[src/rtl/fnd_pkg.sv]
// fnd_pkg: shared constants, FSM state type and leading-zero blanking helper
package fnd_pkg;
   localparam int BCD_W = 4;
   localparam int DIGITS = 4;
   localparam logic [BCD_W-1:0] FND_BLANK = 4'hF;
   localparam int FND_MAX = 9999;
   typedef enum logic [1:0] {IDLE = 2'd0, SHIFT = 2'd1, DONE = 2'd2} state_t;
   // Units digit is never blanked; blanking stops at the first nonzero digit
   function automatic logic [15:0] fnd_blank(input logic [15:0] d);
      logic b3, b2, b1;
      b3 = d[15:12] == 4'd0;
      b2 = b3 && d[11:8] == 4'd0;
      b1 = b2 && d[7:4] == 4'd0;
      return {b3 ? FND_BLANK : d[15:12], b2 ? FND_BLANK : d[11:8], b1 ? FND_BLANK : d[7:4], d[3:0]};
   endfunction
endpackage

[src/rtl/fnd_bin2bcd_seq_if.sv]
// fnd_bin2bcd_seq_if: start/value request and digit/status response of the BCD converter
interface fnd_bin2bcd_seq_if
   import fnd_pkg::*;
#(parameter int IN_W = 14);
   logic i_start;
   logic [IN_W-1:0] i_value;
   logic o_busy, o_done, o_ovf;
   logic [BCD_W-1:0] o_1000, o_100, o_10, o_1;
   modport master(output i_start, i_value, input o_busy, o_done, o_ovf, o_1000, o_100, o_10, o_1);
   modport slave(input i_start, i_value, output o_busy, o_done, o_ovf, o_1000, o_100, o_10, o_1);
endinterface

[src/rtl/bcd_add3.sv]
// bcd_add3: double-dabble nibble correction, adds 3 to any nibble of 5 or more
module bcd_add3 (
   input  logic [3:0] in_i,
   output logic [3:0] out_o
);
   assign out_o = in_i >= 4'd5 ? in_i + 4'd3 : in_i;
endmodule

[src/rtl/fnd_bin2bcd_seq.sv]
// fnd_bin2bcd_seq: one-bit-per-cycle double-dabble binary to 4-digit BCD converter
// Define FND_LEADING_BLANK_EN to replace leading zero digits with 4'hF when latched.
module fnd_bin2bcd_seq
   import fnd_pkg::*;
#(
   parameter int IN_W = 14,
   parameter int MAX_VAL = FND_MAX
) (
   input logic clk,
   input logic reset,
   fnd_bin2bcd_seq_if.slave bus
);
   state_t state_q, state_d;
   logic [IN_W-1:0] bin_q, bin_d, sat;
   logic [IN_W+15:0] cat;
   logic [15:0] scr_q, scr_d, adj, dig_q, dig_d, latch;
   logic [4:0] cnt_q, cnt_d;
   logic busy_q, busy_d, done_q, done_d, ovf_q, ovf_d, over, start_ok, shifting, last;
   genvar i;
   for (i = 0; i < DIGITS; i++) begin : g_add3
      bcd_add3 u_add3 (.in_i(scr_q[i*BCD_W+:BCD_W]), .out_o(adj[i*BCD_W+:BCD_W]));
   end
   always_comb begin
      shifting = state_q == SHIFT;
      start_ok = bus.i_start && !shifting;
      last = shifting && cnt_q == 5'd0;
      over = bus.i_value > IN_W'(MAX_VAL);
      sat = over ? IN_W'(MAX_VAL) : bus.i_value;
      cat = {adj, bin_q} << 1;
`ifdef FND_LEADING_BLANK_EN
      latch = fnd_blank(cat[IN_W+15:IN_W]);
`else
      latch = cat[IN_W+15:IN_W];
`endif
      state_d = start_ok ? SHIFT : shifting ? (last ? DONE : SHIFT) : IDLE;
      bin_d = start_ok ? sat : shifting ? cat[IN_W-1:0] : bin_q;
      scr_d = start_ok ? 16'd0 : shifting ? cat[IN_W+15:IN_W] : scr_q;
      cnt_d = start_ok ? 5'(IN_W-1) : shifting ? cnt_q - 5'd1 : cnt_q;
      busy_d = start_ok || (busy_q && !last);
      done_d = last;
      ovf_d = start_ok ? over : ovf_q;
      dig_d = last ? latch : dig_q;
   end
   always_ff @(posedge clk or posedge reset) begin
      if (reset) begin
         state_q <= IDLE;
         bin_q <= '0;
         scr_q <= '0;
         cnt_q <= '0;
         busy_q <= 1'b0;
         done_q <= 1'b0;
         ovf_q <= 1'b0;
         dig_q <= '0;
      end else begin
         state_q <= state_d;
         bin_q <= bin_d;
         scr_q <= scr_d;
         cnt_q <= cnt_d;
         busy_q <= busy_d;
         done_q <= done_d;
         ovf_q <= ovf_d;
         dig_q <= dig_d;
      end
   end
   assign bus.o_busy = busy_q;
   assign bus.o_done = done_q;
   assign bus.o_ovf = ovf_q;
   assign {bus.o_1000, bus.o_100, bus.o_10, bus.o_1} = dig_q;
endmodule

[src/flat_wrapper.sv]
// flat-port wrapper written by rule: the top's interface ports become plain ports
module fnd_bin2bcd_seq_flat import fnd_pkg::*;
#(
   parameter int IN_W = 14,
   parameter int MAX_VAL = FND_MAX
)
  (clk, reset, bus_i_start, bus_i_value, bus_o_busy, bus_o_done, bus_o_ovf, bus_o_1000, bus_o_100, bus_o_10, bus_o_1);
  fnd_bin2bcd_seq_if #(.IN_W(IN_W)) bus_i ();
  input logic clk;
  input logic reset;
  input wire logic [$bits(bus_i.i_start)-1:0] bus_i_start;
  input wire logic [$bits(bus_i.i_value)-1:0] bus_i_value;
  output wire logic [$bits(bus_i.o_busy)-1:0] bus_o_busy;
  output wire logic [$bits(bus_i.o_done)-1:0] bus_o_done;
  output wire logic [$bits(bus_i.o_ovf)-1:0] bus_o_ovf;
  output wire logic [$bits(bus_i.o_1000)-1:0] bus_o_1000;
  output wire logic [$bits(bus_i.o_100)-1:0] bus_o_100;
  output wire logic [$bits(bus_i.o_10)-1:0] bus_o_10;
  output wire logic [$bits(bus_i.o_1)-1:0] bus_o_1;
  assign bus_i.i_start = bus_i_start;
  assign bus_i.i_value = bus_i_value;
  assign bus_o_busy = bus_i.o_busy;
  assign bus_o_done = bus_i.o_done;
  assign bus_o_ovf = bus_i.o_ovf;
  assign bus_o_1000 = bus_i.o_1000;
  assign bus_o_100 = bus_i.o_100;
  assign bus_o_10 = bus_i.o_10;
  assign bus_o_1 = bus_i.o_1;
  fnd_bin2bcd_seq #(.IN_W(IN_W), .MAX_VAL(MAX_VAL)) u_core (.clk(clk), .reset(reset), .bus(bus_i));
endmodule
[config.mk]
export PLATFORM = sky130hd
export DESIGN_NAME = fnd_bin2bcd_seq_flat
export DESIGN_NICKNAME = d
export VERILOG_FILES = /design/src/rtl/fnd_pkg.sv /design/src/rtl/fnd_bin2bcd_seq_if.sv /design/src/rtl/bcd_add3.sv /design/src/rtl/fnd_bin2bcd_seq.sv /design/src/flat_wrapper.sv
export SDC_FILE = /design/constraint.sdc
export NUM_CORES = 1
export LEC_CHECK = 0
export BUFFER_PORTS_ARGS = -buffer_cell sky130_fd_sc_hd__buf_2
export CAP_MARGIN = 20
export CORE_MARGIN = 2
export CORE_UTILIZATION = 35
export DETAILED_ROUTE_END_ITERATION = 12
export PLACE_DENSITY_LB_ADDON = 0.08
export SYNTH_ARGS = -nofsm -noshare
export SYNTH_HDL_FRONTEND = slang
export SYNTH_HIERARCHICAL = 1
export SYNTH_SLANG_ARGS = --single-unit
[constraint.sdc]
create_clock -name clk -period 4.5 [get_ports clk]
set_input_delay 0.9 -clock clk [delete_from_list [all_inputs] [get_ports clk]]
set_output_delay 0.9 -clock clk [all_outputs]
set_load 0.01 [all_outputs]
==> out/results.ini <==
[clocking]
cts_tree=built
cts_root_buffer=clkbuf_8
post_cts_buffers=0
clock_path_buffers=2
cts_sinks=56
clock_latency_ps=310
clkTransAtPathRegs_ps=100
postCtsHoldBufs=0
cts_resized=0
cts_inserted_buffers=5
htreeDepth=2

[layout]
final_cells=421
n_antenna_cell=0
syn_to_final_growth_pct=11.65
nNetsFinal=344
post-route-util_pct=40.85
drive_gt1_share_pct=21.32

[timing]
slew_headroom_pct=49.55
report.final.slew_viol_count=0
worst_slew_pin_slew_ps=756.7
fin_crit_sh_pct=46.24
worst_hold_slack_ps=495.2
fin_worst_skew_ps=9.606
rsz0062_at_grt=no
finalCriticalPeriod_ps=2081
setup_tns_ps=0
setup_viol=0
fmax_mhz=480.6
hold_viol_final=0

[worst_setup_path]
crit_type=register to register
start_kind=register
worstPathArrival_ps=2280
cp_max_fo=17
cp_cell_sequence=inv_1 > ha_1 > nand2_2 > or4_4 > inv_1 > mux2_2
crit_buf_inv=2
path_delay_family=simple AND/OR/NAND/NOR gates
reg2reg_slack_ps=2420
crit_path_frequent_cell=inv_1
critPathCaptureType=register
cpPeakStageDelay_ps=600
crit_required_ps=4700
r2r-end=u_core/dig_q[0]
crit_slowest_cell=or4_4
ff2ff_path_depth=6
r2r-start=u_core/cnt_q[0]

[job]
drv_cap=0

[drt]
drt-wirelength-per-cell_um=13.66
detail_route.vias_per_cell=4.846
route.detailed.drc=0
num_vias=2040
dr.pass1.iters=4
drtIter0Drc=81
drt-total-wl_mm=5.752
ant_nets=0

[grt]
grt_pass1_wl_mm=10.29
grt_pass1_vias=2111
grt_max_degree=46
grt.overflow.total=0
grt_use_total_pct=14.70
grt_antenna_before_repair=0

[outcome]
status=finished, final reports clean

[placement]
port-buffer-count=35
place_hpwl_mm=3.837
gp_congestion=0.7638
place_inst=413

[min_path]
whs_path_depth=2
hold_start=u_core/bin_q[12]
min_to=u_core/bin_q[13]
hold_path_class=register to register

[synthesis]
syn_nets=315
syn_inst=289
syn-cell-area_mm2=0.002856
synth_area_per_cell_um2=9.884
ys_warn_count=6

[floorplan]
core-area_mm2=0.007807
ios=36
start_util_pct=36.59
die_w_um=94.34
die_h_um=94.34
die_area_mm2=0.008900
num_rows=32

[power_and_ir_drop]
static-leakage-power_nw=1.602
power_density_mw_per_mm2=700.0
vdd_drop_max_v=0.0002197

-- layout make-up --
type                    count  area (um^2)
inverters                  15        56.30
fillers                   806         4618
multi-input cells         202         1316
repair buffers             38        197.7
well taps                 102        127.6
flip-flops and latches     56         1401
clock buffers               8        90.09
-- where the power goes --
group / internal (mW) / leakage (nW) / switching (mW)
clock: 0.126 / 0.0455 / 0.156
combinational: 0.466 / 0.853 / 0.588
sequential: 0.732 / 0.703 / 0.164
-- cells in the final DEF (no fill, tap or decap), types with 2 or more instances in the layout --
cell,instances
dfrtp_1,56
nand2_1,55
buf_2,35
nor2_1,22
nand3b_1,16
inv_1,14
o21ai_0,12
a21oi_1,11
ha_1,9
mux2i_1,8
mux2_2,8
mux2_4,8
nand2b_1,7
clkbuf_8,6
nor3_1,5
xnor2_1,5
nor3b_1,4
a221o_1,4
a21oi_2,4
a211oi_1,3
nor2b_1,3
o21ai_1,3
buf_4,3
clkbuf_1,2
a2bb2oi_1,2
a311oi_1,2
-- how the worst max path moves through the flow --
| stage | start | to | slack (ps) | cells past startpoint |
|---|---|---|---|---|
| 5_1_grt | u_core/cnt_q[0] | u_core/dig_q[1] | 2300 | 6 |
| 3_5_place_dp | bus_i_start | u_core/bin_q[7] | 2130 | 4 |
| 3_3_place_gp | bus_i_start | u_core/bin_q[7] | 2160 | 4 |
| 4_1_cts | u_core/cnt_q[0] | u_core/dig_q[1] | 2390 | 6 |
| 2_1_floorplan | reset | u_core/bin_q[0] | 2230 | 1 |
| 6_report | u_core/cnt_q[0] | u_core/dig_q[0] | 2420 | 6 |
-- worst min-delay path, stage by stage (launching register included) --
cell and delay (ps):
dfrtp_1 360, nand2_1 50, o21ai_0 60
-- layer usage --
layer | vias to the layer above | global-route usage (%) | wire (um) | share of wire, %
met3 | 8 | 2.155 | 156 | 2.7
li1 | 1029 | - | - | -
met4 | 0 | 5.072 | 87 | 1.5
met2 | 27 | 23.75 | 2573 | 45
met5 | - | 0 | 0 | 0
met1 | 976 | 20.30 | 2935 | 51
-- state kept, by name (all words and copies together), names as in the netlist --
register / cells
u_core/state_q: 2
u_core/bin_q: 14
u_core/dig_q: 16
u_core/bus.o_busy: 1
u_core/cnt_q: 5
u_core/bus.o_done: 1
u_core/bus.o_ovf: 1
u_core/scr_q: 16
-- metrics by stage --
step / cell area (um^2) / power [mW] / setup WS, ps
after floorplan: 2856 / 1.713 / 2229
after global placement: 3099 / 1.962 / 2165
after detailed placement: 3099 / 1.986 / 2135
after CTS: 3189 / 2.276 / 2392
after global routing: 3189 / 2.475 / 2299
final: 3189 / 2.232 / 2419
No activity file was read; power rests on OpenSTA's default activity.
